$ cat src/rtl/cineraria_core_nios2_fast_cpu_div_cell.sv
// Iterative restoring radix-2 divider for Nios II div/divu.
// Retires one quotient bit per clock, then applies a one-cycle sign fixup.
module cineraria_core_nios2_fast_cpu_div_cell #(
    parameter int WIDTH = 32
) (
    input  logic             clk,
    input  logic             reset,
    input  logic             E_div_start,
    input  logic             E_ctrl_div_signed,
    input  logic [WIDTH-1:0] E_src1,
    input  logic [WIDTH-1:0] E_src2,
    input  logic             M_div_kill,
    output logic             M_div_busy,
    output logic             M_div_done,
    output logic [WIDTH-1:0] M_div_quot,
    output logic [WIDTH-1:0] M_div_rem
);

    // state | meaning
    // IDLE  | waiting for start; done pulses here for one cycle after FIX
    // CALC  | one restoring subtract per clock, WIDTH cycles
    // FIX   | sign fixup and result register
    typedef enum logic [1:0] {
        IDLE = 2'd0,
        CALC = 2'd1,
        FIX  = 2'd2
    } state_t;

    localparam int CW = (WIDTH > 2) ? $clog2(WIDTH) : 1;

    state_t           state;
    logic [CW-1:0]    counter;
    logic [WIDTH:0]   prem;
    logic [WIDTH-1:0] dvd;
    logic [WIDTH-1:0] dvs;
    logic [WIDTH-1:0] src1_raw;
    logic             quot_neg;
    logic             rem_neg;
    logic             div_zero;

    logic             src1_neg;
    logic             src2_neg;
    logic [WIDTH-1:0] abs1;
    logic [WIDTH-1:0] abs2;
    logic [WIDTH+1:0] diff;
    logic             borrow;
    logic [WIDTH-1:0] quot_fix;
    logic [WIDTH-1:0] rem_fix;

    always_comb begin
        src1_neg = E_ctrl_div_signed & E_src1[WIDTH-1];
        src2_neg = E_ctrl_div_signed & E_src2[WIDTH-1];
        abs1     = src1_neg ? -E_src1 : E_src1;
        abs2     = src2_neg ? -E_src2 : E_src2;
    end

    // Shifted partial remainder minus divisor; the extra top bit is the borrow.
    always_comb begin
        diff   = {prem, dvd[WIDTH-1]} - {2'b00, dvs};
        borrow = diff[WIDTH+1];
    end

    // Divide-by-zero overrides the arithmetic result with all-ones / raw dividend.
    always_comb begin
        quot_fix = quot_neg ? -dvd : dvd;
        rem_fix  = rem_neg ? -prem[WIDTH-1:0] : prem[WIDTH-1:0];
        if (div_zero) begin
            quot_fix = '1;
            rem_fix  = src1_raw;
        end
    end

    always_ff @(posedge clk) begin
        if (reset) begin
            state      <= IDLE;
            counter    <= '0;
            prem       <= '0;
            dvd        <= '0;
            dvs        <= '0;
            src1_raw   <= '0;
            quot_neg   <= 1'b0;
            rem_neg    <= 1'b0;
            div_zero   <= 1'b0;
            M_div_busy <= 1'b0;
            M_div_done <= 1'b0;
            M_div_quot <= '0;
            M_div_rem  <= '0;
        end else begin
            M_div_done <= 1'b0;
            case (state)
                IDLE: begin
                    if (E_div_start) begin
                        dvd        <= abs1;
                        dvs        <= abs2;
                        src1_raw   <= E_src1;
                        quot_neg   <= src1_neg ^ src2_neg;
                        rem_neg    <= src1_neg;
                        div_zero   <= (E_src2 == '0);
                        prem       <= '0;
                        counter    <= CW'(WIDTH - 1);
                        state      <= CALC;
                        M_div_busy <= 1'b1;
                    end
                end
                CALC: begin
                    if (M_div_kill) begin
                        state      <= IDLE;
                        M_div_busy <= 1'b0;
                    end else begin
                        if (!borrow) begin
                            prem <= diff[WIDTH:0];
                            dvd  <= {dvd[WIDTH-2:0], 1'b1};
                        end else begin
                            prem <= {prem[WIDTH-1:0], dvd[WIDTH-1]};
                            dvd  <= {dvd[WIDTH-2:0], 1'b0};
                        end
                        if (counter == '0) begin
                            state <= FIX;
                        end else begin
                            counter <= counter - 1'b1;
                        end
                    end
                end
                FIX: begin
                    state      <= IDLE;
                    M_div_busy <= 1'b0;
                    if (!M_div_kill) begin
                        M_div_quot <= quot_fix;
                        M_div_rem  <= rem_fix;
                        M_div_done <= 1'b1;
                    end
                end
                default: begin
                    state      <= IDLE;
                    M_div_busy <= 1'b0;
                end
            endcase
        end
    end

endmodule

$ cat config.mk
export PLATFORM = sky130hd
export DESIGN_NAME = cineraria_core_nios2_fast_cpu_div_cell
export DESIGN_NICKNAME = d
export VERILOG_FILES = /design/src/rtl/cineraria_core_nios2_fast_cpu_div_cell.sv
export SDC_FILE = /design/constraint.sdc
export NUM_CORES = 1
export LEC_CHECK = 0
export BUFFER_PORTS_ARGS = -buffer_cell sky130_fd_sc_hd__buf_2
export CAP_MARGIN = 40
export CORE_MARGIN = 2
export CORE_UTILIZATION = 32
export DETAILED_ROUTE_END_ITERATION = 6
export SLEW_MARGIN = 5
export SYNTH_ARGS = -nofsm -noshare
export SYNTH_HDL_FRONTEND = slang
export SYNTH_SLANG_ARGS = --single-unit
$ cat constraint.sdc
create_clock -name clk -period 2.9 [get_ports clk]
set_input_delay 0.435 -clock clk [delete_from_list [all_inputs] [get_ports clk]]
set_output_delay 0.435 -clock clk [all_outputs]
set_load 0.03 [all_outputs]
==> qor.csv, run 1 <==
metric,value,unit
cp_cell_sequence,inv_2 -> ha_4 -> inv_2 -> fa_2 -> a21o_1 -> a221o_1 -> a311o_1 -> a211oi_2 -> nor2_2 -> a31oi_2 -> o21ai_0 -> xor2_1 -> mux2i_1 -> o21ai_0,
gp_congestion,0.8886,
slew_viol_final,0,
clock_latency,0.54,ns
syn-cell-area,0.01214,sq mm
power.leakage,6.173,nW
cpMaxStageDelayCell,a311o_1,
nNetsFinal,1902,
r2r-start,dvd[31],
maxCapViolCount,0,
finalCritPeriodShare,1.065,
yosysSeqAreaShare,0.3381,
yosysWarnings,0,
cts-root-buf,clkbuf_16,
ctsHoldBuffers,0,
p_sw_frac,0.2733,
total_power,7.912,mW
finClkSkew,0.01294,ns
area_growth,25.08,%
dieArea,0.03950,sq mm
internal_power,5.749,mW
critPathKind,reg -> reg,
tightest_slew,0.7537,ns
whs_endpoint,src1_raw[4],
placed_area,0.01396,sq mm
antenna_found_initial,1,
core-area,0.03749,sq mm
num_rows,71,
die_x,198.8,um
synthDistinctLibCells,68,
status,"complete, but fails checks",
power_density,521.2,mW/mm^2
finalHoldViolCount,0,
grt_max_degree,104,
io_pins,135,
hpwl,26280,um
clk_pin_slew,0.06,ns
wire_per_inst,15.21,um
yosysMostFrequentCell,nand2_1,
regToRegEndpoint,prem[24],
portBuffers,134,
crit_path_end_kind,flip-flop,
clockBufferDepth,3,
synth-edff-count,0,
ant_nets,0,
drtIter0Drc,666,
maxSlewHeadroom,0.4963,
worstPathRequired,3.30,ns
irDropWorstVdd,0.2559,mV
overflow,0,
synth_area_leader_cell,dfxtp_1,
setup_viol,33,
drc,0,
grt_pass1_vias,10907,
power_switching,2.162,mW
rsz0062_at_grt,true,
viasPerCell,5.031,
min_from,E_src1[4],
cp_max_fo,4,
dominantRegCellSynth,dfxtp_1,
htreeDepth,1,
holdCritPathClass,in -> reg,
num_vias,11687,
max_stage_delay,0.43,ns
synth_area_leaders,"dfxtp_1 (34%), nand2_1 (8.7%), a21oi_1 (6.1%), xor2_1 (5.3%), nor2_1 (5.0%)",
whs_path_depth,3,
ys_ff_latch,205,
synthesis.instances,1609,
combPwrFrac,0.170,
p_clk_frac,0.440,
reg2reg_depth,14,
grt_pass1_wl,56970,um
cts_tree,yes,
design_area,0.01518,sq mm
die_y,198.8,um
period_minus_slack,3.090,ns
cts_sinks,205,
seq_power_share,0.389,
cts-buffers-inserted,26,
synth_commonest_cells,"nand2_1 (280), dfxtp_1 (205), nor2_1 (162)",
drt-pass1-iter-count,5,
synth_nets,1717,
clock.fmax,0.3236,GHz
ff2ff_setup_slack,-0.19,ns
start_util,0.3237,
critPathLaunchType,flip-flop,
critPathArrivalTime,3.49,ns
violations,negative setup slack,
totalWireLength,35330,um
grtUsageTotal,0.1756,
synthArstFlopShare,0,
yosys.area.top_type_share,0.3381,
drive_above_1_share,0.1999,
place_ws,-0.4413,ns
avgSynthCellArea,7.543,sq um
fin_ws,-0.1898,ns
metrics by stage:
step	util	hold WS (ns)	setup TNS (ns)	instances
2_1_floorplan	-	0.4312	-0.05076	1609
3_3_place_gp	0.3720	0.4410	-1.742	2264
3_5_place_dp	0.3724	0.4455	-5.220	2265
4_1_cts	0.4004	0.1648	-1.769	2316
5_1_grt	0.4049	0.1815	-8.785	2322
6_report	0.4049	0.1820	-1.873	2323
power by group through the flow:
stage / clock, mW / combinational, mW / sequential [mW]
after global placement: 0 / 1.29 / 3.13
final: 3.48 / 1.35 / 3.08
after CTS: 3.56 / 1.33 / 3.08
after detailed placement: 0 / 1.31 / 3.14
after global routing: 3.68 / 1.51 / 3.10
after floorplan: 0 / 0.902 / 3.11
repair_timing:
item	CTS	global route
setup buffers	5	6
setup endpoints to repair	37	47
hold endpoints to repair	0	0
cloned	1	0
pin swaps	4	16
resized for setup	12	34
critical path, delay by kind of cell, from the launching register on:
family / cells / cell delay [ns]
flops: 1 / 0.32
fa+ha+maj: 2 / 0.47
xor+xnor: 1 / 0.16
buf+inv: 2 / 0.11
simple gates: 1 / 0.11
mux: 1 / 0.13
compound gates: 7 / 1.66
registers in the layout, summed over array words and instances, names as in the netlist:
| name | flops |
|---|---|
| M_div_busy | 1 |
| prem | 33 |
| M_div_rem | 32 |
| div_zero | 1 |
| M_div_done | 1 |
| src1_raw | 32 |
| state | 2 |
| counter | 5 |
| M_div_quot | 32 |
| dvd | 32 |
| dvs | 32 |
| rem_neg | 1 |
| quot_neg | 1 |
cell type report:
cell class | count | area, sq um
Fill cell | 3894 | 22310
Multi-Input combinational cell | 1251 | 7645
Sequential cell | 205 | 4111
Timing Repair Buffer | 254 | 1639
Clock buffer | 32 | 734.5
Tap cell | 511 | 639.4
Inverter | 56 | 210.2
Clock inverter | 13 | 198.9
Antenna cell | 1 | 2.502
layer usage:
metal	vias up	track usage	share of wire
met3	40	0.02035	0.051
met5	-	0	0
met1	5357	0.2472	0.48
met4	0	0.04146	0.017
met2	275	0.2862	0.45
li1	6015	-	-
worst max path at each step:
stage	startpoint	end	slack (ns)	depth (start not counted)
6_report	dvd[31]	prem[24]	-0.19	14
3_5_place_dp	E_src1[6]	dvd[31]	-0.44	10
5_1_grt	dvs[4]	prem[2]	-0.29	14
2_1_floorplan	dvd[31]	prem[32]	-0.05	14
4_1_cts	dvd[31]	prem[32]	-0.19	14
3_3_place_gp	E_src1[6]	dvd[31]	-0.36	10
logic make-up (layout without fill, tap and decap cells):
logic type / after synthesis / after routing / synth area share
compound gates: 455 / 455 / 0.2308
buf+inv: 153 / 355 / 0.04907
simple gates: 583 / 583 / 0.2119
mux: 35 / 35 / 0.02897
fa+ha+maj: 39 / 39 / 0.04083
flops: 205 / 205 / 0.3381
other cells: 0 / 1 / 0
xor+xnor: 139 / 139 / 0.1003
placed cells by master, fill, tap and decap left out, drive strengths merged, types with 7 or more instances in the layout:
cell and count:
nor3 28, o41ai 9, or3 18, nor4 13, clkbuf 32, mux2i 34
nand2 280, a31oi 13, o21ai 119, and2 7, ha 38, a311oi 12
a21o 14, a21oi 147, o31ai 26, nor2 164, buf 253, o22ai 32
nand3 17, or4 10, inv 56, xnor2 65, dfxtp 205, a211oi 46
xor2 74, nand2b 10, a221oi 8
(Power assumes the default switching activity.)
==> inputs of run 2 (changes only) <==
--- a/config.mk
+++ b/config.mk
@@ -9,6 +9,7 @@
 export CAP_MARGIN = 40
 export CORE_MARGIN = 2
 export CORE_UTILIZATION = 32
+export CTS_BUF_LIST = sky130_fd_sc_hd__clkbuf_4 sky130_fd_sc_hd__clkbuf_8
 export DETAILED_ROUTE_END_ITERATION = 6
 export SLEW_MARGIN = 5
 export SYNTH_ARGS = -nofsm -noshare
==> run 2 against run 1 <==
The flow still finishes with violations (negative setup slack); hold slack lost 0.019 ns; wire length grew 1.9%; sequential share of layout area is essentially flat; design area is essentially flat; register-to-register slack gained 0.05 ns; clock power shrank 9.2%; largest power group unchanged.
==> qor.csv, run 2 (synthesis gave the netlist of run 1 again) <==
metric,value,unit,change
htreeDepth,2,,+1
cts-root-buf,clkbuf_8,,
num_vias,11773,,+0.74%
cp_max_fo,4,,unchanged
fin_ws,-0.1434,ns,+0.04636 ns
placedCellCount,2265,,unchanged
layoutNonFillerInstCount,2347,,+1.0%
regToRegEndpoint,prem[31],,
totalWireLength,36010,um,+1.9%
r2r-start,dvs[10],,
portBuffers,134,,unchanged
ff2ff_setup_slack,-0.14,ns,+0.05 ns
postLayoutCoreUtil,0.4050,,about the same
ant_nets,0,,unchanged
reg2reg_depth,14,,unchanged
gp_congestion,0.8886,,unchanged
die_y,198.8,um,unchanged
min_from,E_src1[17],,
final_cell_mix,"nand2_1 (280), dfxtp_1 (199), nor2_1 (159), a21oi_1 (141), buf_2 (133)",,
cpMaxStageDelayCell,a221o_1,,
holdWs,0.1631,ns,-0.01891 ns
status,"complete, but fails checks",,
drtIter0Drc,661,,-0.75%
finClkSkew,0.02459,ns,+0.01166 ns
hpwl,26280,um,unchanged
design_area,0.01518,sq mm,about the same
clockBufferDepth,3,,unchanged
viasPerCell,5.016,,-0.29%
worstPathRequired,3.33,ns,+0.03 ns
dieArea,0.03950,sq mm,unchanged
clock_latency,0.56,ns,+0.02 ns
cts-buffers-inserted,40,,+54%
max_stage_delay,0.38,ns,-0.05 ns
regMostFlops,prem,,
largest_register_ffs,33,,unchanged
total_power,7.606,mW,-3.9%
start_util,0.3237,,unchanged
path_buf_inv,3,,+1
grtUsageTotal,0.1790,,+0.003427
final_common_cell,nand2_1,,
irDropWorstVdd,0.2093,mV,-18%
holdCritPathClass,in -> reg,,
whs_endpoint,src1_raw[17],,
violations,negative setup slack,,
finalCritPeriodShare,1.049,,-0.01599
die_x,198.8,um,unchanged
power.leakage,6.163,nW,-0.16%
tightest_slew,0.7590,ns,+0.005299 ns
crit_path_end_kind,flip-flop,,
whs_path_depth,3,,unchanged
slew_viol_final,0,,unchanged
grt_max_degree,104,,unchanged
grt_pass1_vias,11033,,+1.2%
core-area,0.03749,sq mm,unchanged
area_growth,25.10,%,about the same
clk_pin_slew,0.07,ns,about the same
wire_per_inst,15.34,um,+0.89%
finalHoldViolCount,0,,unchanged
critPathLaunchType,flip-flop,,
cts_tree,yes,,
period_minus_slack,3.043,ns,-0.04636 ns
overflow,0,,unchanged
maxCapViolCount,0,,unchanged
num_rows,71,,unchanged
critPathArrivalTime,3.47,ns,-0.02 ns
critPathKind,reg -> reg,,
grt_pass1_wl,57620,um,+1.1%
drc,0,,unchanged
cts_sinks,205,,unchanged
power_density,501.0,mW/mm^2,-3.9%
clock.fmax,0.3286,GHz,+1.5%
cp_cell_sequence,inv_1 -> ha_4 -> a21oi_1 -> o21ai_1 -> o2111ai_2 -> and3_1 -> a221o_1 -> buf_4 -> buf_4 -> a311o_1 -> mux2i_1 -> o2111ai_1 -> mux2i_1 -> o21ai_0,,
antenna_found_initial,2,,+1
rsz0062_at_grt,true,,
io_pins,135,,unchanged
drive_above_1_share,0.2153,,+0.01537
setup_viol,36,,+9.1%
maxSlewHeadroom,0.4927,,-0.003541
drt-pass1-iter-count,6,,+1
placed_area,0.01396,sq mm,unchanged
critical-path-top-delay-family,compound AO/OA/AOI/OAI gates,,
nNetsFinal,1915,,+0.68%
[run 2: where the power goes]
part           total, mW  switching (mW)  internal [mW]
Combinational       1.37           0.791          0.576
Sequential          3.08           0.128           2.95
Clock               3.16            1.28           1.88
Total               7.61            2.20           5.41
[run 2: cell type report]
cell class                      count  area, sq um
Antenna cell                        1        2.502
Tap cell                          511        639.4
Timing Repair Buffer              253         1619
Clock buffer                       62        778.2
Sequential cell                   205         4116
Inverter                           56        210.2
Fill cell                        3905        22310
Clock inverter                      8        95.09
Multi-Input combinational cell   1251         7722
[run 2: metrics by stage]
step                      setup TNS [ns]  worst slack (ns)
after floorplan                 -0.05076          -0.05076
after global placement            -1.742           -0.3577
after detailed placement          -5.220           -0.4413
after CTS                         -1.293           -0.1945
after global routing              -7.584           -0.2808
final                             -2.932           -0.1434
[run 2: timing repair]
action                     in CTS  in global routing
setup endpoints to repair      38                 49
hold buffers                    0                  0
pin swaps                       4                 16
setup buffers                   4                  7
gates resized for setup        13                 46
[run 2: worst reg2reg max path, cell delays in order (launching register included)]
cell and delay, ns:
dfxtp_1 0.33, inv_1 0.07, ha_4 0.28, a21oi_1 0.08
o21ai_1 0.23, o2111ai_2 0.19, and3_1 0.20, a221o_1 0.38
buf_4 0.16, buf_4 0.13, a311o_1 0.31, mux2i_1 0.17
o2111ai_1 0.16, mux2i_1 0.15, o21ai_0 0.08
[run 2: routing by layer]
layer	GRT usage	up-vias	part of all wire
li1	-	6050	-
met1	0.2488	5398	0.48
met2	0.2906	280	0.46
met4	0.04616	2	0.016
met5	0	-	0.00036
met3	0.02509	43	0.047
[run 2: worst max-delay path by stage]
stage                         start       end  cells after the start
after floorplan             dvd[31]  prem[32]                     14
after detailed placement  E_src1[6]   dvd[31]                     10
final                       dvs[10]  prem[31]                     14
after CTS                   dvd[31]  prem[32]                     14
after global placement    E_src1[6]   dvd[31]                     10
after global routing        dvd[31]  prem[18]                     14
